File: config.mk
export PLATFORM = sky130hd
export DESIGN_NAME = rf_writeback_arbiter
export DESIGN_NICKNAME = d
export VERILOG_FILES = /design/src/rtl/rf_writeback_arbiter.sv
export SDC_FILE = /design/constraint.sdc
export NUM_CORES = 1
export LEC_CHECK = 0
export CORE_MARGIN = 2
export CORE_UTILIZATION = 33
export CTS_BUF_LIST = sky130_fd_sc_hd__clkbuf_16
export DETAILED_ROUTE_END_ITERATION = 10
export HOLD_SLACK_MARGIN = 0.12
export PLACE_DENSITY_LB_ADDON = 0.08
export SLEW_MARGIN = 5
export SYNTH_ARGS = -nofsm -noshare
export SYNTH_HDL_FRONTEND = slang
export SYNTH_SLANG_ARGS = --single-unit
export TNS_END_PERCENT = 50
File: constraint.sdc
create_clock -name clk -period 4.05 [get_ports clk]
set_input_delay 0.81 -clock clk [delete_from_list [all_inputs] [get_ports clk]]
set_output_delay 0.81 -clock clk [all_outputs]
set_load 0.01 [all_outputs]
File: src/rtl/rf_writeback_arbiter.sv
// Round-robin arbiter sharing the register-file write port between NUM_REQ writeback sources.
// Optional forwarding of the committing write onto two read ports: define RF_WB_FWD_EN.
module rf_writeback_arbiter #(
  parameter int NUM_REQ = 2,
  parameter int DATA_W  = 32,
  parameter int ADDR_W  = 5
) (
  input  logic                      clk,
  input  logic                      reset,
  input  logic                      wb_hold,
  input  logic [NUM_REQ-1:0]        req_valid,
  output logic [NUM_REQ-1:0]        req_ready,
  input  logic [NUM_REQ*ADDR_W-1:0] req_rd,
  input  logic [NUM_REQ*DATA_W-1:0] req_data,
  output logic                      rf_RegWrite,
  output logic [ADDR_W-1:0]         rf_Rd,
  output logic [DATA_W-1:0]         rf_Write_data,
  output logic [15:0]               grant_cnt
`ifdef RF_WB_FWD_EN
  ,
  input  logic [ADDR_W-1:0]         fwd_rs1,
  input  logic [ADDR_W-1:0]         fwd_rs2,
  input  logic [DATA_W-1:0]         rf_rdata1,
  input  logic [DATA_W-1:0]         rf_rdata2,
  output logic [DATA_W-1:0]         fwd_data1,
  output logic [DATA_W-1:0]         fwd_data2
`endif
);

  localparam int                PTR_W     = (NUM_REQ > 2) ? 2 : 1;
  localparam logic [PTR_W:0]    NUM_REQ_W = (PTR_W+1)'(NUM_REQ);
  localparam logic [PTR_W-1:0]  LAST_IDX  = PTR_W'(NUM_REQ - 1);

  logic [PTR_W-1:0]  r_rr_ptr;
  logic              r_we;
  logic [ADDR_W-1:0] r_rd;
  logic [DATA_W-1:0] r_data;
  logic [15:0]       r_cnt;

  logic              w_xfer;
  logic [PTR_W-1:0]  w_grant;
  logic [PTR_W:0]    w_scan;
  logic [ADDR_W-1:0] w_sel_rd;
  logic [DATA_W-1:0] w_sel_data;
  logic [ADDR_W-1:0] w_rd_arr   [NUM_REQ];
  logic [DATA_W-1:0] w_data_arr [NUM_REQ];

  for (genvar gi = 0; gi < NUM_REQ; gi++) begin : g_unpack
    assign w_rd_arr[gi]   = req_rd[gi*ADDR_W +: ADDR_W];
    assign w_data_arr[gi] = req_data[gi*DATA_W +: DATA_W];
  end

  // NOTE: combinational logic uses blocking '=' with every output defaulted first, so no latch is inferred.
  always_comb begin
    w_xfer    = 1'b0;
    w_grant   = '0;
    w_scan    = '0;
    req_ready = '0;
    if (!wb_hold) begin
      // Walk the sources starting at rr_ptr; the first valid one wins.
      for (int k = 0; k < NUM_REQ; k++) begin
        w_scan = {1'b0, r_rr_ptr} + (PTR_W+1)'(k);
        if (w_scan >= NUM_REQ_W) w_scan = w_scan - NUM_REQ_W;
        if (!w_xfer && req_valid[w_scan[PTR_W-1:0]]) begin
          w_xfer  = 1'b1;
          w_grant = w_scan[PTR_W-1:0];
        end
      end
    end
    if (w_xfer) req_ready[w_grant] = 1'b1;
  end

  assign w_sel_rd   = w_rd_arr[w_grant];
  assign w_sel_data = w_data_arr[w_grant];

  // NOTE: sequential state uses non-blocking '<='; the async reset also drops a write still in the output stage.
  always_ff @(posedge clk or posedge reset) begin
    if (reset) begin
      r_rr_ptr <= '0;
      r_we     <= 1'b0;
      r_rd     <= '0;
      r_data   <= '0;
      r_cnt    <= '0;
    end else begin
      r_we <= 1'b0;
      if (w_xfer) begin
        r_rr_ptr <= (w_grant == LAST_IDX) ? '0 : w_grant + PTR_W'(1);
        r_rd     <= w_sel_rd;
        r_data   <= w_sel_data;
        // x0 transfers complete the handshake but never reach the regfile.
        if (w_sel_rd != '0) begin
          r_we <= 1'b1;
          if (r_cnt != 16'hFFFF) r_cnt <= r_cnt + 16'd1;
        end
      end
    end
  end

  assign rf_RegWrite   = r_we;
  assign rf_Rd         = r_rd;
  assign rf_Write_data = r_data;
  assign grant_cnt     = r_cnt;

`ifdef RF_WB_FWD_EN
  // Bypass the value being committed this cycle to a same-register read.
  assign fwd_data1 = (r_we && (r_rd == fwd_rs1) && (fwd_rs1 != '0)) ? r_data : rf_rdata1;
  assign fwd_data2 = (r_we && (r_rd == fwd_rs2) && (fwd_rs2 != '0)) ? r_data : rf_rdata2;
`endif

endmodule
Yosys cells after proc, flatten, opt, wreduce, memory -nomap -nowiden --
Index checks and enable logic that the tools add are counted.
Storage, ports and cells: register bits 55, bits of input ports 79, output and inout port bits 56, word-level logic and storage cells 51
Cells by class: add/sub/neg operators 5, magnitude comparators 7, equality and inequality tests 1, multiplexer cells 27, bitwise logic cells 1, reduce and logical (&&, ||, !) cells 5
Operator list (count):
- $mux 32 | 3
- $mux 1 | 19
- $add 16x1->16 const B | 1
- $ne 16x16->1 const B | 1
- $mux 5 | 3
- $lt 1x2->1 const B | 3
- $reduce_bool 5->1 | 1
- $ge 2x2->1 const B | 2
- $reduce_and 3->1 | 1
- $add 1x1->2 const B | 1
- $ge 1x2->1 const B | 1
- $logic_and 1x1->1 | 2
- $mux 2 | 1
- $not 1->2 | 1
- $sub 1x1->1 const B | 2
- $add 1x1->1 const B | 1
- $demux 1 s1 | 1
- $ge 1x1->1 const B | 1
- $logic_not 1->1 | 1

Longest topological paths before layout --
depth in word-level cells 18, mapped depth 7, mapped depth without buffers 6

Worst setup path after synthesis --
No wires, ideal clock.
path kind input to output, from input port req_valid[0], to output port req_ready[1], data arrival time 1678 ps, data required time 3240 ps, path slack 1562 ps, stages on the path 4, buffers on the path 2, cell sequence inv_1 o211a_1 buf_2 clkbuf_1
Between the ends: longest elaborated chain between the ends 13, elaborated cells on any way between the ends 19
RTL lines:
- from (decl) | line 11 | input logic [NUM_REQ-1:0] req_valid,
- $mux 1 (implied by the code) (2 in series) | line 64 | if (!w_xfer && req_valid[w_scan[PTR_W-1:0]]) begin
- $mux 1 | line 64
- $mux 1 | line 59 | if (!wb_hold) begin
- $logic_not 1->1 | line 64
- $logic_and 1x1->1 | line 64
- $mux 1 | line 64
- $mux 1 | line 59
- $lt 1x2->1 (implied by the code) / $ge 1x1->1 (equally long branches) | line 70 | if (w_xfer) req_ready[w_grant] = 1'b1;
- $logic_and 1x1->1 (implied by the code) | line 70
- $mux 1 (implied by the code) | line 70
- $demux 1 s1 | line 70
- $mux 2 (*) | line 70
- to (decl) | line 12 | output logic [NUM_REQ-1:0] req_ready,
Every way passes the cells marked *; elsewhere a longest branch is shown, timed or not. The select of a mux whose other input is x is not followed.

Worst setup path after layout --
from input port req_valid[1], to output port req_ready[1]
The elaborated chain is that of the path after synthesis.

==> impl_metrics.ini <==
[worst_setup_path]
path_max_fanout = 10
rr_startpoint = r_rr_ptr$_DFFE_PP0P_
worst-setup-path-type = primary input to output port
critPathArrivalTime_ns = 2.41
worstSetupStartpointType = primary input
cp_slowest_stage_delay_ns = 0.60
cp-end-kind = output port
r2r_cells = 6
r2r-end = grant_cnt[1]$_DFFE_PP0P_
crit_chain = clkdlybuf4s50_1 > o211a_1 > clkdlybuf4s50_1
slowest_stage = clkdlybuf4s50_1
crit_top_cell = clkdlybuf4s50_1
cp.required_ns = 3.24
cp-startpoint = req_valid[1]
r2r_slack_ns = 1.97

[sta]
fmax_mhz = 310.6
slew_headroom_pct = 57.29
clock_skew_ns = 0.006577
fin_ws_ns = 0.8303
finalHoldViolations = 0
worst_slew_pin_slew_ns = 0.6398
period_share_pct = 79.50
rsz0062_at_grt = false
whs_ns = 0.4828
finalMaxSlewViolations = 0
min_period_ns = 3.220
fin_tns_setup_ns = 0
setup_viol = 0

[die]
initial_core_util_pct = 34.47
dieHeight_um = 91.73
core_area_mm2 = 0.007370
placement_rows = 31
dieArea_mm2 = 0.008414
dieWidth_um = 91.73
boundaryPins = 135

[clock_network]
clock_tree.buffer_depth = 2
clkLatencyLatePin_ns = 0.29
h-tree-depth = 2
cts_resized = 0
cts.sinks = 55
cts_tree = built
clkTransAtPathRegs_ns = 0.07
cts_buffers = 5
post_cts_buffers = 0
root_buffer = clkbuf_16
cts_hold_buffers = 0

[global_routing]
grt_remaining_overflow = 0
antenna_found_initial = 0
grt_pass1_wl_um = 11450
grt_max_degree = 34
grt_usage_pct = 16.68
grt_pass1_vias = 2251

[logic_synthesis]
yosysSeqAreaShare_pct = 54.19
yosysUniqueCellTypes = 30
syn-num-nets = 331
yosys_warnings = 0
ys_ff_latch = 55
avgSynthCellArea_um2 = 10.12
synth_area_mm2 = 0.002540
netlist_instances = 251

[power]
power_uw = 1682
internal_power_uw = 1185
p_comb_share_pct = 31.0
clkPwrFrac_pct = 25.5
leakage_uw = 0.001782
switching_power_uw = 496.1
p_seq_share_pct = 43.5
ir_worst_vdd_mv = 0.2506
power.density_mw_per_mm2 = 405.1
power.share.switching_pct = 29.50

[finish]
n_antenna_cell = 0
fin_nets = 464
mostFrequentLayoutCell = clkdlybuf4s50_1
syn2layout_area_growth_pct = 63.45
drive_above_1_share_pct = 5.714
layout_common_cells = clkdlybuf4s50_1 (134), nand2_1 (71), dfrtp_1 (55)
stdcell_area_mm2 = 0.004151
n_fill_cell = 684

[worst_hold_path]
worstHoldEndpoint = rf_Write_data[4]$_DFFE_PP0P_
hold_class = flop to flop
worstHoldStart = rf_Write_data[4]$_DFFE_PP0P_
whs_path_depth = 2

[run_status]
status = finished clean

[drt]
drc = 0
postRouteAntennaNets = 0
drt-wirelength-per-cell_um = 14.15
vias = 2295
drt-initial-drc-count = 88
routed_wl_um = 6851
drtPass1Iterations = 4
vias_per_cell = 4.742

[placement]
dpl.hpwl_um = 5076
placed_cell_area_mm2 = 0.004001
post-place-ws_ns = 0.8248
portBuffers = 134
place.gp.congestion = 0.8056

[flow_run]
maxCapViolations = 0
critical path, delay by kind of cell:
family	cells	cell delay, ns
AOI/OAI and AO/OA	1	0.40
buffers and inverters	2	1.19
layout make-up:
class                   count  area, µm²  area share [%]
well taps                  99      123.9           2.984
repair buffers            139       1379           33.21
clock buffers               5      125.1           3.014
inverters                   4      15.01          0.3617
multi-input cells         179       1107           26.67
clock inverters             3      25.02          0.6028
flip-flops and latches     55       1376           33.15
per-stage QoR:
step                cells  utilization, %
floorplan             251               -
global placement      476           54.30
detailed placement    476           54.30
CTS                   484           56.33
global route          484           56.33
finish                484           56.33
power groups by stage:
stage               Combinational (µW)  Sequential [µW]  Clock, µW
floorplan                          163              780          0
global placement                   522              743          0
detailed placement                 528              742          0
CTS                                529              734        448
global route                       566              748        467
finish                             521              732        429
cells in the mapped netlist:
| cell type | number | area [µm²] |
|---|---|---|
| buf_2 | 3 | 15.01 |
| nor2_1 | 6 | 22.52 |
| dfrtp_1 | 55 | 1376 |
| ha_1 | 1 | 12.51 |
| nand4_4 | 1 | 21.27 |
| mux2i_1 | 15 | 150.1 |
| o21ai_1 | 1 | 5.000 |
| xor2_1 | 14 | 122.6 |
| mux2_2 | 2 | 22.52 |
| a22oi_2 | 1 | 12.51 |
| nand3_1 | 2 | 10.01 |
| nand3_2 | 1 | 10.01 |
| or3_1 | 1 | 6.260 |
| or2_1 | 1 | 6.260 |
| a211oi_4 | 1 | 20.02 |
| nand2_1 | 71 | 266.5 |
| or2_0 | 1 | 6.260 |
| clkbuf_1 | 10 | 37.54 |
| nand2b_1 | 1 | 6.260 |
| nor3_1 | 6 | 30.03 |
| a22oi_1 | 22 | 165.2 |
| o21ai_0 | 15 | 75.07 |
| nor4_1 | 7 | 43.79 |
| nand4_1 | 2 | 12.51 |
| o211a_1 | 1 | 10.01 |
| inv_1 | 4 | 15.01 |
| a21o_1 | 1 | 7.510 |
| or4_1 | 3 | 22.52 |
| nor4_4 | 1 | 21.27 |
| nor3b_1 | 1 | 7.510 |
cell families after synthesis:
family,count (synthesis),share of synthesized area (%)
multiplexers,17,6.798
buffers and inverters,17,2.660
adder cells (fa/ha/maj),1,0.4925
AND/OR/NAND/NOR,105,19.41
AO/OA/AOI/OAI,42,11.63
flip-flops,55,54.19
XOR/XNOR,14,4.828
metal layers:
metal	track usage [%]	vias up	routed length, µm
met5	0	-	0
met4	5.100	0	100
met3	4.848	8	576
met2	25.98	92	3036
met1	22.53	1059	3137
li1	-	1136	-
sequential cells by signal, indices dropped and copies added (netlist names):
signal         cells
grant_cnt         16
r_rr_ptr           1
rf_Rd              5
rf_RegWrite        1
rf_Write_data     32
worst max-delay path by stage:
stage | to
after global placement | req_ready[1]
after floorplan | req_ready[1]
after global routing | req_ready[1]
after CTS | req_ready[1]
final | req_ready[1]
after detailed placement | req_ready[1]
Power figures use the tool's default switching activity.
